==> src/rtl/vmicro16_apb_rr_intercon.sv <==
// Round-robin multi-master APB interconnect: one master at a time is granted the
// shared slave bus, with address-decoded slave select and a PREADY timeout watchdog.
module vmicro16_apb_rr_intercon #(
  parameter int MASTER_PORTS   = 4,
  parameter int SLAVE_PORTS    = 6,
  parameter int BUS_WIDTH      = 16,
  parameter int DEC_LSB        = 8,
  parameter int TIMEOUT_CYCLES = 64,
  localparam int GNT_W = (MASTER_PORTS > 1) ? $clog2(MASTER_PORTS) : 1
) (
  input  logic                              clk,
  input  logic                              reset,
  input  logic [MASTER_PORTS*BUS_WIDTH-1:0] S_PADDR,
  input  logic [MASTER_PORTS-1:0]           S_PWRITE,
  input  logic [MASTER_PORTS-1:0]           S_PSELx,
  input  logic [MASTER_PORTS-1:0]           S_PENABLE,
  input  logic [MASTER_PORTS*BUS_WIDTH-1:0] S_PWDATA,
  output logic [MASTER_PORTS*BUS_WIDTH-1:0] S_PRDATA,
  output logic [MASTER_PORTS-1:0]           S_PREADY,
  output logic [MASTER_PORTS-1:0]           S_PSLVERR,
  output logic [BUS_WIDTH-1:0]              M_PADDR,
  output logic                              M_PWRITE,
  output logic [SLAVE_PORTS-1:0]            M_PSELx,
  output logic                              M_PENABLE,
  output logic [BUS_WIDTH-1:0]              M_PWDATA,
  input  logic [SLAVE_PORTS*BUS_WIDTH-1:0]  M_PRDATA,
  input  logic [SLAVE_PORTS-1:0]            M_PREADY,
  output logic [GNT_W-1:0]                  grant
);

  localparam int SEL_W = (SLAVE_PORTS > 1) ? $clog2(SLAVE_PORTS) : 1;
  localparam int CNT_W = (TIMEOUT_CYCLES > 0) ? $clog2(TIMEOUT_CYCLES + 1) : 1;
  localparam logic [CNT_W-1:0] CNT_LAST = CNT_W'((TIMEOUT_CYCLES > 0) ? TIMEOUT_CYCLES - 1 : 0);

  typedef enum logic [1:0] {IDLE, SETUP, ACCESS, RESP} state_t;

  state_t                   state_q, state_d;
  logic [GNT_W-1:0]         grant_q, grant_d;
  logic [SEL_W-1:0]         idx_q, idx_d;
  logic [BUS_WIDTH-1:0]     paddr_q, paddr_d;
  logic                     pwrite_q, pwrite_d;
  logic [BUS_WIDTH-1:0]     pwdata_q, pwdata_d;
  logic [SLAVE_PORTS-1:0]   psel_q, psel_d;
  logic                     penable_q, penable_d;
  logic [BUS_WIDTH-1:0]     prdata_q, prdata_d;
  logic [MASTER_PORTS-1:0]  pready_q, pready_d;
  logic [MASTER_PORTS-1:0]  pslverr_q, pslverr_d;
  logic [CNT_W-1:0]         cnt_q, cnt_d;

  logic                     req_found;
  logic [GNT_W-1:0]         req_idx;
  logic [GNT_W-1:0]         cand;
  logic [BUS_WIDTH-1:0]     req_addr;
  logic [SEL_W-1:0]         req_sel;
  logic                     slv_ready;
  logic [BUS_WIDTH-1:0]     slv_rdata;
  logic                     unused_penable;

  // PENABLE from the masters carries no information the arbiter needs.
  assign unused_penable = ^S_PENABLE;

  // Round-robin search starting just after the last granted master.
  always_comb begin
    req_found = 1'b0;
    req_idx   = grant_q;
    cand      = grant_q;
    for (int k = 1; k <= MASTER_PORTS; k++) begin
      cand = GNT_W'((int'(grant_q) + k) % MASTER_PORTS);
      if (!req_found && S_PSELx[cand]) begin
        req_found = 1'b1;
        req_idx   = cand;
      end
    end
    req_addr = S_PADDR[int'(req_idx)*BUS_WIDTH +: BUS_WIDTH];
    req_sel  = req_addr[DEC_LSB +: SEL_W];
  end

  always_comb begin
    slv_ready = 1'b0;
    slv_rdata = '0;
    for (int s = 0; s < SLAVE_PORTS; s++) begin
      if (int'(idx_q) == s) begin
        slv_ready = M_PREADY[s];
        slv_rdata = M_PRDATA[s*BUS_WIDTH +: BUS_WIDTH];
      end
    end
  end

  always_comb begin
    state_d   = state_q;
    grant_d   = grant_q;
    idx_d     = idx_q;
    paddr_d   = paddr_q;
    pwrite_d  = pwrite_q;
    pwdata_d  = pwdata_q;
    psel_d    = psel_q;
    penable_d = penable_q;
    prdata_d  = prdata_q;
    pready_d  = '0;
    pslverr_d = '0;
    cnt_d     = cnt_q;
    case (state_q)
      IDLE: begin
        if (req_found) begin
          grant_d  = req_idx;
          paddr_d  = req_addr;
          pwrite_d = S_PWRITE[req_idx];
          pwdata_d = S_PWDATA[int'(req_idx)*BUS_WIDTH +: BUS_WIDTH];
          idx_d    = req_sel;
          // An undecoded index leaves every select low, so it never reaches a slave.
          for (int s = 0; s < SLAVE_PORTS; s++) begin
            psel_d[s] = (int'(req_sel) == s);
          end
          state_d = SETUP;
        end
      end
      SETUP: begin
        if (psel_q != '0) begin
          penable_d = 1'b1;
          cnt_d     = '0;
          state_d   = ACCESS;
        end else begin
          prdata_d           = '0;
          pready_d[grant_q]  = 1'b1;
          pslverr_d[grant_q] = 1'b1;
          state_d            = RESP;
        end
      end
      ACCESS: begin
        if (slv_ready) begin
          prdata_d          = slv_rdata;
          pready_d[grant_q] = 1'b1;
          psel_d            = '0;
          penable_d         = 1'b0;
          state_d           = RESP;
        end else if (TIMEOUT_CYCLES != 0 && cnt_q == CNT_LAST) begin
          prdata_d           = '0;
          pready_d[grant_q]  = 1'b1;
          pslverr_d[grant_q] = 1'b1;
          psel_d             = '0;
          penable_d          = 1'b0;
          state_d            = RESP;
        end else if (TIMEOUT_CYCLES != 0) begin
          cnt_d = cnt_q + 1'b1;
        end
      end
      RESP: begin
        state_d = IDLE;
      end
      default: state_d = IDLE;
    endcase
  end

  always_ff @(posedge clk) begin
    if (reset) begin
      state_q   <= IDLE;
      grant_q   <= GNT_W'(MASTER_PORTS - 1);
      idx_q     <= '0;
      paddr_q   <= '0;
      pwrite_q  <= 1'b0;
      pwdata_q  <= '0;
      psel_q    <= '0;
      penable_q <= 1'b0;
      prdata_q  <= '0;
      pready_q  <= '0;
      pslverr_q <= '0;
      cnt_q     <= '0;
    end else begin
      state_q   <= state_d;
      grant_q   <= grant_d;
      idx_q     <= idx_d;
      paddr_q   <= paddr_d;
      pwrite_q  <= pwrite_d;
      pwdata_q  <= pwdata_d;
      psel_q    <= psel_d;
      penable_q <= penable_d;
      prdata_q  <= prdata_d;
      pready_q  <= pready_d;
      pslverr_q <= pslverr_d;
      cnt_q     <= cnt_d;
    end
  end

  assign M_PADDR   = paddr_q;
  assign M_PWRITE  = pwrite_q;
  assign M_PWDATA  = pwdata_q;
  assign M_PSELx   = psel_q;
  assign M_PENABLE = penable_q;
  assign S_PREADY  = pready_q;
  assign S_PSLVERR = pslverr_q;
  assign grant     = grant_q;

  for (genvar gi = 0; gi < MASTER_PORTS; gi++) begin : g_rdata
    assign S_PRDATA[gi*BUS_WIDTH +: BUS_WIDTH] = prdata_q;
  end

endmodule

==> config.mk <==
export PLATFORM = sky130hd
export DESIGN_NAME = vmicro16_apb_rr_intercon
export DESIGN_NICKNAME = d
export VERILOG_FILES = /design/src/rtl/vmicro16_apb_rr_intercon.sv
export SDC_FILE = /design/constraint.sdc
export NUM_CORES = 1
export LEC_CHECK = 0
export BUFFER_PORTS_ARGS = -buffer_cell sky130_fd_sc_hd__buf_2
export CORE_MARGIN = 10
export CORE_UTILIZATION = 39
export CTS_CLUSTER_SIZE = 14
export DETAILED_ROUTE_END_ITERATION = 8
export PLACE_DENSITY_LB_ADDON = 0.15
export SLEW_MARGIN = 20
export SYNTH_ARGS = -nofsm -noshare
export SYNTH_HDL_FRONTEND = slang
export SYNTH_SLANG_ARGS = --single-unit
==> constraint.sdc <==
create_clock -name clk -period 3 [get_ports clk]
set_clock_uncertainty 0.15 [all_clocks]
set_input_delay 0.6 -clock clk [delete_from_list [all_inputs] [get_ports clk]]
set_output_delay 0.6 -clock clk [all_outputs]
set_load 0.03 [all_outputs]
After elaboration in Yosys (flattened, before gate mapping)
Index checks and enable logic that the tools add are counted.
{"block": "op_classes", "n_shift": 2, "muxes": 59, "magnitude_cmp": 7, "n_reduce_logical": 19, "eq_ne": 20, "addsub": 5}
{"op": "$mux 16", "count": 9}
{"op": "$shiftx 64x7->16", "count": 2}
{"op": "$pmux 16 s2", "count": 1}
{"op": "$eq 3x3->1 const B", "count": 8}
{"op": "$mux 7", "count": 3}
{"op": "$mux 1", "count": 20}
{"op": "$lt 2x3->1 const B", "count": 6}
{"op": "$mux 6", "count": 3}
{"op": "$mux 4", "count": 4}
{"op": "$pmux 4 s2", "count": 2}
{"op": "$mux 2", "count": 7}
{"op": "$pmux 7 s2", "count": 1}
{"op": "$pmux 6 s2", "count": 1}
{"op": "$bmux 1 s2", "count": 5}
{"op": "$ne 2x2->1 const B", "count": 5}
{"op": "$reduce_and 3->1", "count": 3}
{"op": "$pmux 2 s4", "count": 1}
{"op": "$add 7x1->7 const B", "count": 1}
{"op": "$eq 7x6->1 const B", "count": 1}
{"op": "$eq 3x2->1 const B", "count": 2}
{"op": "$logic_not 3->1", "count": 2}
{"op": "$reduce_bool 6->1", "count": 1}
{"op": "$add 2x1->2 const B", "count": 2}
{"op": "$add 2x2->2 const B", "count": 2}
{"op": "other kinds (12)", "count": 20}
{"block": "totals", "output_inout_bits": 114, "regBits": 78, "wordCells": 124, "inputBits": 244}

Depth between registers and ports, before layout
{"block": "depth", "depth_word": 17, "depth_mapped": 13}

Worst setup path before layout
OpenSTA, ideal clock, no wires.
{"block": "synth_path", "path_kind": "flip-flop to flip-flop", "from": "register grant_q[0] (netlist: grant[0])", "to": "register paddr_q[1] (netlist: M_PADDR[1])", "slack_ps": -429, "setup_time_ps": 69, "required_ps": 2781, "path_stages_with_launch": 13, "arrival_time_ps": 3210, "n_path_buf": 4, "path_cell_list": "dfxtp_1 > buf_4 > inv_1 > clkbuf_1 > ha_1 > mux4_2 > nand2b_4 > a2111oi_4 > o41ai_2 > buf_6 > buf_2 > mux2_2 > o21ai_1"}
{"block": "synth_between", "elab_chain_len": 14, "elab_cells_between_ends": 28, "classes_between": "4 x add/sub; 1 x shift; 16 x mux; 7 x reduce/logical"}
{"element": "start: declaration", "line": "38", "source": "logic [GNT_W-1:0] grant_q, grant_d;"}
{"element": "start signal: assignment", "line": "157", "source": "grant_q <= GNT_W'(MASTER_PORTS - 1);"}
{"element": "start signal: assignment", "line": "170", "source": "grant_q <= grant_d;"}
{"element": "$add 2x1->2", "line": "68", "source": "cand = GNT_W'((int'(grant_q) + k) % MASTER_PORTS);"}
{"element": "$bmux 1 s2", "line": "69", "source": "if (!req_found && S_PSELx[cand]) begin"}
{"element": "$mux 1 (not written as such)", "line": "69"}
{"element": "$mux 1", "line": "69"}
{"element": "$logic_not 1->1", "line": "69"}
{"element": "$logic_and 1x1->1", "line": "69"}
{"element": "$mux 1", "line": "69"}
{"element": "$logic_not 1->1", "line": "69"}
{"element": "$logic_and 1x1->1", "line": "69"}
{"element": "$mux 1", "line": "69"}
{"element": "$logic_not 1->1", "line": "69"}
{"element": "$logic_and 1x1->1", "line": "69"}
{"element": "$mux 2 / $mux 1 (equally long branches)", "line": "69"}
{"element": "$shiftx 64x7->16 / $reduce_and 2->1 (equally long branches)"}
{"element": "end signal: assignment", "line": "172", "source": "paddr_q <= paddr_d;"}
{"element": "end: declaration", "line": "40", "source": "logic [BUS_WIDTH-1:0] paddr_q, paddr_d;"}
Parallel ways exist; a longest one is shown, timed or not. The select of a mux whose other input is x is not followed.
A chain may end at the register's enable or synchronous reset.

Worst setup path after layout
{"block": "layout_path", "from": "register grant_q[0] (netlist: grant[0])", "to": "register psel_q[3] (netlist: M_PSELx[3])"}
{"block": "layout_between", "elab_chain_len": 17, "elab_cells_between_ends": 32, "classes_between": "4 x add/sub; 2 x eq/ne; 1 x shift; 18 x mux; 7 x reduce/logical"}
{"element": "$add 2x1->2", "line": "68"}
{"element": "$bmux 1 s2", "line": "69"}
{"element": "$mux 1 (not written as such)", "line": "69"}
{"element": "$mux 1", "line": "69"}
{"element": "$logic_not 1->1", "line": "69"}
{"element": "$logic_and 1x1->1", "line": "69"}
{"element": "$mux 1", "line": "69"}
{"element": "$logic_not 1->1", "line": "69"}
{"element": "$logic_and 1x1->1", "line": "69"}
{"element": "$mux 1", "line": "69"}
{"element": "$logic_not 1->1", "line": "69"}
{"element": "$logic_and 1x1->1", "line": "69"}
{"element": "$mux 2", "line": "69"}
{"element": "$shiftx 64x7->16", "line": "74", "source": "req_addr = S_PADDR[int'(req_idx)*BUS_WIDTH +: BUS_WIDTH];"}
{"element": "$eq 3x3->1", "line": "112", "source": "psel_d[s] = (int'(req_sel) == s);"}
{"element": "$mux 6", "line": "104", "source": "if (req_found) begin"}
{"element": "$pmux 6 s2", "line": "102", "source": "case (state_q)"}
{"element": "end signal: assignment", "line": "175", "source": "psel_q <= psel_d;"}
{"element": "end: declaration", "line": "43", "source": "logic [SLAVE_PORTS-1:0] psel_q, psel_d;"}
Parallel ways exist; a longest one is shown, timed or not. The select of a mux whose other input is x is not followed.

==> flow_summary.json <==
{
  "vias": 5758,
  "peakVddDrop_v": 0.000649,
  "r2r-start": "grant[0]$_SDFFE_PP1P_",
  "grt_setup_unrepaired": "no",
  "start_util_pct": 39.9,
  "worstSetupPathType": "reg2reg",
  "drtPass1Iterations": 4,
  "die_area_um2": 19400,
  "crit_required_ps": 3100,
  "routabilityCongestion": 0.839,
  "fin_util_pct": 55.2,
  "worst_slack_ps": 161,
  "hpwl_um": 17300,
  "drv_cap": 0,
  "ys_seq_area_share_pct": 27.0,
  "grt_overflow": 0,
  "worst_r2r_path_depth": 9,
  "grt_pass1_vias": 5896,
  "final_hold_viol_count": 0,
  "clockBufferDepth": 2,
  "holdPathEnd": "cnt_q[1]$_SDFFE_PP0P_",
  "clk_pin_slew_ps": 60,
  "sw_frac_of_total_pct": 44.9,
  "wl_um": 21300,
  "async_flop_share_pct": 0,
  "io_buffers": 353,
  "max_freq_mhz": 352,
  "clock-root-buffer": "clkbuf_16",
  "avgSynthCellArea_um2": 8.75,
  "syn-num-nets": 889,
  "clk_latency_ps": 350,
  "p_seq_share_pct": 17.7,
  "synth_commonest_cells": "dfxtp_1, mux2i_1, nor2_1",
  "setup_viol": 0,
  "fin_cells": 1126,
  "holdCritPathClass": "reg2reg",
  "p_total_mw": 8.11,
  "grt_max_degree": 49,
  "cts_max_level": 3,
  "slew_headroom_pct": 62.3,
  "r2r_slack_ps": 160,
  "switching_power_mw": 3.64,
  "ys_top_cells_by_area": "dfxtp_1, mux2i_1, mux2_2",
  "finalCritPeriodShare_pct": 94.6,
  "area_growth_syn_to_layout_pct": 38.2,
  "antenna_found_initial": 3,
  "rows": 43,
  "synthFlopType": "dfxtp_1",
  "track_usage_pct": 20.4,
  "cts_buffers": 9,
  "power.density_nw_per_um2": 1050,
  "syn-cell-area_um2": 5560,
  "worst_slew_pin_slew_ps": 565,
  "wl_per_cell_um": 18.9,
  "ys_warn_count": 0,
  "cts_sinks": 75,
  "slew_viol_final": 0,
  "r2r-end": "M_PSELx[3]$_SDFFE_PP0P_",
  "p_int_mw": 4.47,
  "cp.arrival_ps": 2940,
  "clkPwrFrac_pct": 15.1,
  "synth_seq_cells": 75,
  "outcome": "completed",
  "end_kind": "flip-flop",
  "hold_path.startpoint": "cnt_q[1]$_SDFFE_PP0P_",
  "die_h_um": 139,
  "min_path_cells": 2,
  "syn_inst": 636,
  "drive_above_1_share_pct": 50.8,
  "power_leakage_nw": 3.76,
  "drc": 0,
  "nets": 1192,
  "ys_types": 57,
  "ant_nets": 0,
  "yosysMostFrequentCell": "dfxtp_1",
  "grt_pass1_wl_um": 32600,
  "comb_power_share_pct": 67.2,
  "crit_path_max_fanout": 8,
  "via_per_inst": 5.11,
  "fp.dieW_um": 139,
  "crit_path_start_kind": "flip-flop",
  "holdWs_ps": 324,
  "io_pins": 358,
  "initialDrtViolationCount": 246,
  "preCtsSetupSlack_ps": -1.11,
  "cts_tree": "done",
  "fin_crit_ps": 2840,
  "synth_edf_count": 0,
  "dp.cells": 1103,
  "synth_top_area_share_pct": 27.0,
  "synth.largest_area_cell": "dfxtp_1",
  "coreArea_um2": 13900
}
==> final cells by class <==
cell class	count	area, µm²
Timing Repair Buffer	391	2120
Clock buffer	11	254
Clock inverter	5	83.8
Tap cell	180	225
Sequential cell	75	1510
Antenna cell	2	5.00
Fill cell	1377	6240
Inverter	13	48.8
Multi-Input combinational cell	449	3440
==> cell usage in the layout (no fill, tap or decap), types with 6 or more instances in the layout <==
master,instances
a32oi_1,16
nand3_1,6
nor2b_1,6
ha_1,8
dfxtp_1,72
nand3b_1,32
nor3_1,8
o221ai_1,16
clkbuf_16,11
nand2_1,41
inv_1,12
buf_4,32
mux2i_1,65
nor2_1,56
o31ai_1,16
o22ai_1,16
o21ai_1,21
a21oi_1,16
mux2_2,48
o21ai_0,21
buf_2,353
==> power groups by stage <==
stage	registers (mW)	logic, mW	clock network [mW]
finish	1.43	5.45	1.22
global route	1.47	5.90	1.29
CTS	1.44	5.33	1.25
detailed placement	1.45	5.30	0
global placement	1.45	5.31	0
floorplan	1.84	3.65	0
==> cells by family after synthesis <==
group / Yosys count / share of synthesized area, %
xor gates and xnor gates: 1 / 0.292
AOI/OAI and AO/OA: 145 / 18.6
adders and majority gates: 9 / 2.02
and+or+nand+nor: 175 / 16.6
muxes: 119 / 23.5
DFF: 75 / 27.0
buffers and inverters: 112 / 12.0
==> how the worst max path moves through the flow <==
stage / startpoint / endpoint / slack [ps] / depth (start not counted)
floorplan: grant[0]$_SDFFE_PP1P_ / M_PSELx[0]$_SDFFE_PP0P_ / 30 / 12
global placement: S_PSELx[1] / M_PSELx[0]$_SDFFE_PP0P_ / 20 / 8
detailed placement: S_PSELx[1] / M_PSELx[4]$_SDFFE_PP0P_ / -1 / 8
CTS: grant[1]$_SDFFE_PP1P_ / M_PWDATA[1]$_SDFFE_PP0P_ / 30 / 10
global route: grant[0]$_SDFFE_PP1P_ / M_PWDATA[0]$_SDFFE_PP0P_ / 2 / 10
finish: grant[0]$_SDFFE_PP1P_ / M_PSELx[3]$_SDFFE_PP0P_ / 160 / 9
==> sequential cells by signal (all words and copies together) (netlist names) <==
register   count
M_PWDATA      16
prdata_q      16
M_PADDR       14
cnt_q          7
M_PSELx        6
S_PREADY       4
S_PSLVERR      4
grant          2
idx_q          2
state_q        2
M_PENABLE      1
M_PWRITE       1
==> through the flow <==
| step | setup TNS (ps) | cell area [µm²] |
|---|---|---|
| 2_1_floorplan | 0 | 5590 |
| 3_3_place_gp | 0 | 7270 |
| 3_5_place_dp | -1.11 | 7270 |
| 4_1_cts | 0 | 7610 |
| 5_1_grt | 0 | 7690 |
| 6_report | 0 | 7690 |
==> worst max-delay path, cell delays in order (launching register included) <==
cell and delay [ps]:
dfxtp_4 400, inv_1 90, ha_4 280, mux4_2 330
nand2b_4 110, a2111oi_4 60, o41ai_4 500, buf_4 200
mux2_4 320, o41ai_2 290
==> timing repair <==
item / 4_1_cts / 5_1_grt
hold buffers: 0 / 0
hold endpoints to repair: 0 / 0
gates resized for setup: 0 / 8
setup buffers: 0 / 4
endpoints found under the setup margin: 0 / 23
==> routing by layer <==
layer | GRT usage, % | share of wire, % | vias up
met1 | 22.7 | 40 | 2596
met4 | 5.33 | 1.3 | 2
li1 | - | - | 2904
met3 | 8.30 | 9.2 | 22
met2 | 35.1 | 49 | 234
met5 | 0 | 0.094 | -
No activity file was read; power rests on OpenSTA's default activity.
